===== src/rtl/uart_tx_arbiter_if.sv =====
// Bundle between the message sources, the shared UART byte transmitter and the arbiter.
// The master modport is the arbiter's view; slave is the surrounding environment's view.
interface uart_tx_arbiter_if #(
  parameter int NUM_REQ = 4
);
  logic [NUM_REQ-1:0]   req_valid;
  logic [8*NUM_REQ-1:0] req_data;
  logic [NUM_REQ-1:0]   req_last;
  logic [NUM_REQ-1:0]   req_ready;
  logic [NUM_REQ-1:0]   grant;
  logic [7:0]           tx_data;
  logic                 tx_start;
  logic                 tx_done;
  logic                 busy;
  logic                 timeout_err;

  modport master (
    input  req_valid, req_data, req_last, tx_done,
    output req_ready, grant, tx_data, tx_start, busy, timeout_err
  );

  modport slave (
    output req_valid, req_data, req_last, tx_done,
    input  req_ready, grant, tx_data, tx_start, busy, timeout_err
  );
endinterface


===== src/rtl/uart_tx_arbiter.sv =====
// Round-robin, packet-locked sharing of one UART byte transmitter among NUM_REQ requesters.
// Define UART_ARB_TIMEOUT_EN to abort a granted packet that stalls for TIMEOUT_CYCLES cycles.
module uart_tx_arbiter #(
  parameter int NUM_REQ        = 4,
  parameter int TIMEOUT_CYCLES = 1000000
) (
  input  logic              clk,
  input  logic              rst,
  uart_tx_arbiter_if.master bus
);

  localparam int IDX_W = (NUM_REQ > 1) ? $clog2(NUM_REQ) : 1;

  if (NUM_REQ < 1 || NUM_REQ > 8) begin : g_bad_num_req
    $error("uart_tx_arbiter: NUM_REQ must be in 1..8");
  end
  if (TIMEOUT_CYCLES < 1) begin : g_bad_timeout
    $error("uart_tx_arbiter: TIMEOUT_CYCLES must be at least 1");
  end

  typedef enum logic [1:0] {
    IDLE,
    WAIT_BYTE,
    START,
    WAIT_DONE
  } state_t;

  state_t             state;
  logic [NUM_REQ-1:0] grant_q;
  logic [IDX_W-1:0]   owner_q;
  logic [IDX_W-1:0]   rr_ptr;
  logic [7:0]         tx_data_q;
  logic               tx_start_q;
  logic               last_q;
  logic               timeout_err_q;

  logic [NUM_REQ-1:0] win_oh;
  logic [IDX_W-1:0]   win_idx;
  logic               win_found;
  logic [7:0]         sel_data;
  logic               sel_last;
  logic               sel_valid;
  logic [IDX_W-1:0]   next_ptr;

  // Two passes give the circular search: first rr_ptr..NUM_REQ-1, then 0..rr_ptr-1.
  // NOTE: every variable assigned in always_comb gets a default first, so no latch is inferred.
  always_comb begin : pick_winner
    win_oh    = '0;
    win_idx   = '0;
    win_found = 1'b0;
    for (int i = 0; i < NUM_REQ; i++) begin
      if (!win_found && bus.req_valid[i] && (i >= int'(rr_ptr))) begin
        win_found  = 1'b1;
        win_oh[i]  = 1'b1;
        win_idx    = IDX_W'(i);
      end
    end
    for (int i = 0; i < NUM_REQ; i++) begin
      if (!win_found && bus.req_valid[i]) begin
        win_found  = 1'b1;
        win_oh[i]  = 1'b1;
        win_idx    = IDX_W'(i);
      end
    end
  end

  // The one-hot grant selects the owner's byte without any index arithmetic.
  always_comb begin : owner_mux
    sel_data = '0;
    sel_last = 1'b0;
    for (int i = 0; i < NUM_REQ; i++) begin
      if (grant_q[i]) begin
        sel_data = bus.req_data[8*i +: 8];
        sel_last = bus.req_last[i];
      end
    end
  end

  assign sel_valid = |(bus.req_valid & grant_q);
  assign next_ptr  = (owner_q == IDX_W'(NUM_REQ - 1)) ? '0 : owner_q + IDX_W'(1);

`ifdef UART_ARB_TIMEOUT_EN
  localparam int TMO_W = $clog2(TIMEOUT_CYCLES + 1);
  logic [TMO_W-1:0] tmo_cnt;
`endif

  // NOTE: sequential state uses non-blocking assignments so every register samples pre-edge values.
  always_ff @(posedge clk) begin
    if (rst) begin
      state         <= IDLE;
      grant_q       <= '0;
      owner_q       <= '0;
      rr_ptr        <= '0;
      tx_data_q     <= 8'h00;
      tx_start_q    <= 1'b0;
      last_q        <= 1'b0;
      timeout_err_q <= 1'b0;
`ifdef UART_ARB_TIMEOUT_EN
      tmo_cnt       <= '0;
`endif
    end else begin
      tx_start_q    <= 1'b0;
      timeout_err_q <= 1'b0;
`ifdef UART_ARB_TIMEOUT_EN
      // Held at zero outside WAIT_BYTE, so each entry starts a fresh stall window.
      if (state != WAIT_BYTE) tmo_cnt <= '0;
`endif
      unique case (state)
        IDLE: begin
          if (win_found) begin
            grant_q <= win_oh;
            owner_q <= win_idx;
            state   <= WAIT_BYTE;
          end
        end
        WAIT_BYTE: begin
          if (sel_valid) begin
            tx_data_q  <= sel_data;
            last_q     <= sel_last;
            tx_start_q <= 1'b1;
            state      <= START;
          end
`ifdef UART_ARB_TIMEOUT_EN
          else if (tmo_cnt == TMO_W'(TIMEOUT_CYCLES - 1)) begin
            grant_q       <= '0;
            rr_ptr        <= next_ptr;
            timeout_err_q <= 1'b1;
            state         <= IDLE;
          end else begin
            tmo_cnt <= tmo_cnt + TMO_W'(1);
          end
`endif
        end
        START: begin
          state <= WAIT_DONE;
        end
        WAIT_DONE: begin
          if (bus.tx_done) begin
            if (last_q) begin
              grant_q <= '0;
              rr_ptr  <= next_ptr;
              state   <= IDLE;
            end else begin
              state <= WAIT_BYTE;
            end
          end
        end
        default: state <= IDLE;
      endcase
    end
  end

  assign bus.req_ready   = (state == WAIT_BYTE) ? grant_q : '0;
  assign bus.grant       = grant_q;
  assign bus.tx_data     = tx_data_q;
  assign bus.tx_start    = tx_start_q;
  assign bus.busy        = (state != IDLE);
  assign bus.timeout_err = timeout_err_q;

endmodule


===== src/flat_wrapper.sv =====
// flat-port wrapper written by rule: the top's interface ports become plain ports
module uart_tx_arbiter_flat 
#(
  parameter int NUM_REQ        = 4,
  parameter int TIMEOUT_CYCLES = 1000000
)
  (clk, rst, bus_req_valid, bus_req_data, bus_req_last, bus_tx_done, bus_req_ready, bus_grant, bus_tx_data, bus_tx_start, bus_busy, bus_timeout_err);
  uart_tx_arbiter_if #(.NUM_REQ(NUM_REQ)) bus_i ();
  input  logic clk;
  input  logic rst;
  input wire logic [$bits(bus_i.req_valid)-1:0] bus_req_valid;
  input wire logic [$bits(bus_i.req_data)-1:0] bus_req_data;
  input wire logic [$bits(bus_i.req_last)-1:0] bus_req_last;
  input wire logic [$bits(bus_i.tx_done)-1:0] bus_tx_done;
  output wire logic [$bits(bus_i.req_ready)-1:0] bus_req_ready;
  output wire logic [$bits(bus_i.grant)-1:0] bus_grant;
  output wire logic [$bits(bus_i.tx_data)-1:0] bus_tx_data;
  output wire logic [$bits(bus_i.tx_start)-1:0] bus_tx_start;
  output wire logic [$bits(bus_i.busy)-1:0] bus_busy;
  output wire logic [$bits(bus_i.timeout_err)-1:0] bus_timeout_err;
  assign bus_i.req_valid = bus_req_valid;
  assign bus_i.req_data = bus_req_data;
  assign bus_i.req_last = bus_req_last;
  assign bus_i.tx_done = bus_tx_done;
  assign bus_req_ready = bus_i.req_ready;
  assign bus_grant = bus_i.grant;
  assign bus_tx_data = bus_i.tx_data;
  assign bus_tx_start = bus_i.tx_start;
  assign bus_busy = bus_i.busy;
  assign bus_timeout_err = bus_i.timeout_err;
  uart_tx_arbiter #(.NUM_REQ(NUM_REQ), .TIMEOUT_CYCLES(TIMEOUT_CYCLES)) u_core (.clk(clk), .rst(rst), .bus(bus_i));
endmodule

===== config.mk =====
export PLATFORM = sky130hd
export DESIGN_NAME = uart_tx_arbiter_flat
export DESIGN_NICKNAME = d
export VERILOG_FILES = /design/src/rtl/uart_tx_arbiter_if.sv /design/src/rtl/uart_tx_arbiter.sv /design/src/flat_wrapper.sv
export SDC_FILE = /design/constraint.sdc
export NUM_CORES = 1
export LEC_CHECK = 0
export ABC_CLOCK_PERIOD_IN_PS = 1450
export BUFFER_PORTS_ARGS = -buffer_cell sky130_fd_sc_hd__buf_4
export CAP_MARGIN = 20
export CORE_MARGIN = 2
export CORE_UTILIZATION = 42
export CTS_BUF_LIST = sky130_fd_sc_hd__clkbuf_8 sky130_fd_sc_hd__clkbuf_16
export CTS_CLUSTER_SIZE = 28
export DETAILED_ROUTE_END_ITERATION = 10
export PLACE_DENSITY_LB_ADDON = 0.08
export SYNTH_ARGS = -nofsm -noshare
export SYNTH_HDL_FRONTEND = slang
export SYNTH_SLANG_ARGS = --single-unit

===== constraint.sdc =====
create_clock -name clk -period 1.45 [get_ports clk]
set_input_delay 0.2175 -clock clk [delete_from_list [all_inputs] [get_ports clk]]
set_output_delay 0.2175 -clock clk [all_outputs]
set_load 0.1 [all_outputs]

Word-level counts from Yosys, hierarchy flattened
Index checks and enable logic that the tools add are counted.
{"block": "word_totals", "reg_bits": 20, "elab_cells": 90, "in_bits": 43, "output_inout_bits": 19}
{"block": "classes", "n_bitwise": 2, "magnitude_cmp": 3, "add_sub_neg": 1, "mux": 42, "reduce_logical": 27, "eq_ne": 8}
{"cell": "$mux W8", "n": 4}
{"cell": "$mux W1", "n": 22}
{"cell": "$mux W2", "n": 10}
{"cell": "$mux W4", "n": 4}
{"cell": "$logic_and A1 B1 Y1", "n": 10}
{"cell": "$pmux W2 S4", "n": 1}
{"cell": "$pmux W4 S2", "n": 1}
{"cell": "$logic_not A1 Y1", "n": 7}
{"cell": "$eq A2 B2 Y1 const B", "n": 3}
{"cell": "$ne A2 B1 Y1 const B", "n": 3}
{"cell": "$reduce_and A3 Y1", "n": 2}
{"cell": "$and A4 B4 Y4", "n": 1}
{"cell": "$ge A1 B2 Y1 const A", "n": 2}
{"cell": "$reduce_and A2 Y1", "n": 2}
{"cell": "$reduce_and A4 Y1", "n": 1}
{"cell": "$reduce_bool A2 Y1", "n": 2}
{"cell": "$reduce_or A4 Y1", "n": 1}
{"cell": "$add A2 B1 Y2 const B", "n": 1}
{"cell": "$eq A2 B1 Y1 const B", "n": 1}
{"cell": "$ge A2 B2 Y1 const A", "n": 1}
{"cell": "$logic_not A2 Y1", "n": 1}
{"cell": "$ne A2 B2 Y1 const B", "n": 1}
{"cell": "$reduce_or A2 Y1", "n": 1}
{"cell": "$not A1 Y1", "n": 1}

Logic depth before layout (Yosys ltp)
{"block": "depth", "word_depth": 28, "depth_mapped": 6, "depth_no_buf": 6}

Least setup slack after synthesis
Ideal clock, no wire load.
{"block": "synth_timing", "path_type": "reg-to-output", "startpoint": "register u_core.grant_q[2], in the netlist u_core.bus.grant[2]", "endpoint": "output bus_req_ready[2]", "n_path_buf": 1, "required_ns": 1.233, "slack_ns": -0.862, "path_stages_with_launch": 3, "t_arrival_ns": 2.094, "cell_sequence": "dfxtp_1 > clkbuf_1 > and2_1"}
{"block": "synth_between", "elab_chain_cells": 1}
{"item": "start: declaration", "line": "uart_tx_arbiter.sv:29", "text": "logic [NUM_REQ-1:0] grant_q;"}
{"item": "start signal: assignment", "line": "uart_tx_arbiter.sv:111", "text": "grant_q <= win_oh;"}
{"item": "$mux W4", "line": "uart_tx_arbiter.sv:153", "text": "assign bus.req_ready = (state == WAIT_BYTE) ? grant_q : '0;"}
{"item": "end: declaration", "line": "flat_wrapper.sv:15", "text": "output wire logic [$bits(bus_i.req_ready)-1:0] bus_req_ready;"}
Every way passes these cells.

Final worst setup path
{"block": "layout_timing", "startpoint": "register u_core.state[1]", "endpoint": "output bus_req_ready[0]"}
{"block": "layout_between", "elab_chain_cells": 2}
{"item": "start: declaration", "line": "uart_tx_arbiter.sv:28", "text": "state_t state;"}
{"item": "start signal: assignment", "line": "uart_tx_arbiter.sv:90", "text": "state <= IDLE;"}
{"item": "start signal: assignment", "line": "uart_tx_arbiter.sv:113", "text": "state <= WAIT_BYTE;"}
{"item": "start signal: assignment", "line": "uart_tx_arbiter.sv:121", "text": "state <= START;"}
{"item": "$eq A2 B1 Y1", "line": "uart_tx_arbiter.sv:153"}
{"item": "$mux W4", "line": "uart_tx_arbiter.sv:153"}
Every way passes these cells.

==> results.yml <==
route:
  drtIter0Drc: 62
  dr_wl_met3_um: 148
  topRoutingLayerUsed: "met4"
  wire_per_inst_um: 14.60
  drt-pass1-iter-count: 4
  drc: 0
  wl_met1_um: 1879
  ant_nets: 0
  routed_wl_um: 4030
  met2_length_um: 1981
  via_count: 1504
  routed_via_density: 5.449
critical_path:
  critical_path_class: "reg -> out"
  crit_path_end_kind: "primary output"
  cp.required_ps: 1230
  r2r_start: "u_core.state[0]"
  cp_data_arrival_time_ps: 1220
  r2r_end: "u_core.bus.grant[1]"
  start_kind: "register"
  rr_worst_depth: 7
  timing.reg2reg.setup_slack_ps: 60
  cp_max_fo: 6
min_path:
  whs_endpoint: "u_core.bus.tx_data[7]"
  min_path_type: "in -> reg"
  min_from: "bus_req_data[31]"
  hold_path_depth: 3
yosys:
  syn_nets: 217
  avgSynthCellArea_sq_um: 8.258
  yosys.cell_types.count: 42
  synth_seq_cells: 20
  syn_inst: 170
  synth-warning-count: 0
  synthTopCellsByArea: "dfxtp_1 29%, a221oi_1 5.6%, a211o_1 5.0%"
  synth_top_cell_by_area: "dfxtp_1"
  synth_top_area_share_pct: 28.52
  ys_seq_area_share_pct: 28.52
  syn_area_sq_um: 1404
global_routing:
  first_global_vias: 1402
  grt_pass1_wl_um: 6361
  overflow: 0
  antenna_found_initial: 0
  gr-usage-all-layers_pct: 21.97
  grt_max_degree: 22
power_and_ir_drop:
  power_density_nw_per_um2: 1472
  netSwitchingFraction_pct: 47.62
  pwr-share-seq_pct: 24.4
  internal_power_mw: 1.665
  share_comb_of_total_power_pct: 63.7
  power.switching_mw: 1.513
  ir_worst_vdd_uv: 1166
  p_clk_share_pct: 11.8
  leakagePower_nw: 0.9031
layout:
  drive_gt1_share_pct: 47.41
  layout_commonest_cell: "buf_4"
  post-route-util_pct: 69.04
  area.growth.synth_to_final_pct: 53.83
  mostFrequentLayoutCells: "63 x buf_4, 13 x nor2_1, 13 x dfxtp_1"
  num_antenna_cells: 0
  fin_nets: 280
sta:
  setup_ws_ps: 17.37
  setup_violations: 0
  fin_worst_skew_ps: 1.416
  fmaxAchievable_mhz: 698.0
  whs_ps: 236.1
  slew_violations: 0
  finalCritPeriodShare_pct: 98.80
  fin_setup_tns_ps: 0
  period_minus_slack_ps: 1433
  grt_setup_unrepaired: "true"
  hold_violations: 0
clock_network:
  cts_root_buf: "clkbuf_8"
  numCtsBuffers: 3
  cts_max_path_buffers: 2
  ctsHtreeMaxLevel: 1
  cts_tree: "done"
  insertion_delay_ps: 250
  ctsHoldBuffers: 0
  cts.clk_slew.worst_paths_ps: 80
  cts_sinks: 20
placed_design:
  place_hpwl_um: 2939
  portBuffers: 60
  routabilityCongestion: 0.7938
  pre_cts_slack_ps: -87.50
floorplanning:
  die_w_um: 61.82
  start_util_pct: 44.88
  rows: 20
  die_area_sq_um: 3821
  placeableCoreArea_sq_um: 3128
  io_pins: 62
  die_h_um: 61.82
run_status:
  status: "finished clean"
run:
  maxCapViolCount: 0
[per-stage QoR]
stage                     total power [mW]  cell area, sq um  std cells
after floorplan                      2.123              1446        170
after global placement               2.478              1927        268
after detailed placement             2.519              1927        268
after CTS                            2.998              2032        273
after global routing                 3.365              2160        276
final                                3.178              2160        276
[metal layers]
metal / vias up / track usage, %
met2: 37 / 36.09
met4: 0 / 5.775
li1: 743 / -
met1: 720 / 30.11
met5: - / 0
met3: 4 / 3.313
[state kept, by name, summed over array words and instances, names as in the netlist]
| signal | flops |
|---|---|
| u_core.rr_ptr | 2 |
| u_core.owner_q | 2 |
| u_core.state | 2 |
| u_core.bus.tx_start | 1 |
| u_core.last_q | 1 |
| u_core.bus.tx_data | 8 |
| u_core.bus.grant | 4 |
[cell usage after synthesis, drive strengths merged]
| master | instances |
|---|---|
| mux2i | 3 |
| a21oi | 11 |
| nor3 | 3 |
| o22ai | 1 |
| and3 | 2 |
| or2b | 2 |
| a221oi | 10 |
| o2111a | 1 |
| dfxtp | 20 |
| or4b | 1 |
| inv | 13 |
| a22oi | 3 |
| nand2b | 10 |
| nor3b | 1 |
| a311oi | 8 |
| ha | 4 |
| conb | 1 |
| nor2 | 13 |
| o311a | 1 |
| o21ai | 4 |
| nand4b | 1 |
| nand3 | 3 |
| buf | 10 |
| o221ai | 2 |
| nor4 | 1 |
| nand2 | 12 |
| and2 | 4 |
| o2111ai | 2 |
| nor2b | 7 |
| a21boi | 1 |
| o211a | 1 |
| clkbuf | 6 |
| a211o | 8 |
[power groups by stage]
stage               clock, mW  sequential (mW)  combinational (mW)
finish                  0.376            0.777                2.03
global route            0.415            0.791                2.16
CTS                     0.382            0.736                1.88
detailed placement          0            0.742                1.78
global placement            0            0.735                1.74
floorplan                   0             1.10                1.03
[area by class of cell]
cell class	count	area [sq um]
clock buffer	3	41.29
clock inverter	1	3.754
fill	271	968.4
inverter	13	57.56
multi-input combinational	121	952.2
sequential	20	424.2
tap	44	55.05
timing repair buffer	74	625.6
[worst max path at each step]
| stage | from | to | slack (ps) |
|---|---|---|---|
| 3_3_place_gp | u_core.state[1] | u_core.bus.tx_data[6] | 70 |
| 4_1_cts | u_core.bus.grant[2] | bus_req_ready[2] | 1 |
| 2_1_floorplan | u_core.state[0] | u_core.state[0] | -120 |
| 5_1_grt | u_core.state[1] | bus_req_ready[0] | -30 |
| 6_report | u_core.state[1] | bus_req_ready[0] | 20 |
| 3_5_place_dp | u_core.state[1] | u_core.bus.tx_data[1] | -90 |
[repair_timing]
| action | CTS | global route |
|---|---|---|
| buffers inserted | 1 | 2 |
| gates cloned | 0 | 1 |
| pin swaps | 1 | 8 |
| resized for setup | 13 | 26 |
| endpoints found under the setup margin | 16 | 19 |
[logic make-up after synthesis]
logic type / synth area share, %
AO/OA/AOI/OAI: 29.95
other: 0.2671
adder cells (fa/ha/maj): 3.565
AND/OR/NAND/NOR: 24.96
multiplexers: 2.139
buffers and inverters: 10.61
flip-flops: 28.52
[critical path, stage by stage, from the launching register on]
cell and delay (ps):
dfxtp_4 370, inv_4 70, ha_4 170, and2_4 170, buf_12 170
(Power assumes the default switching activity.)
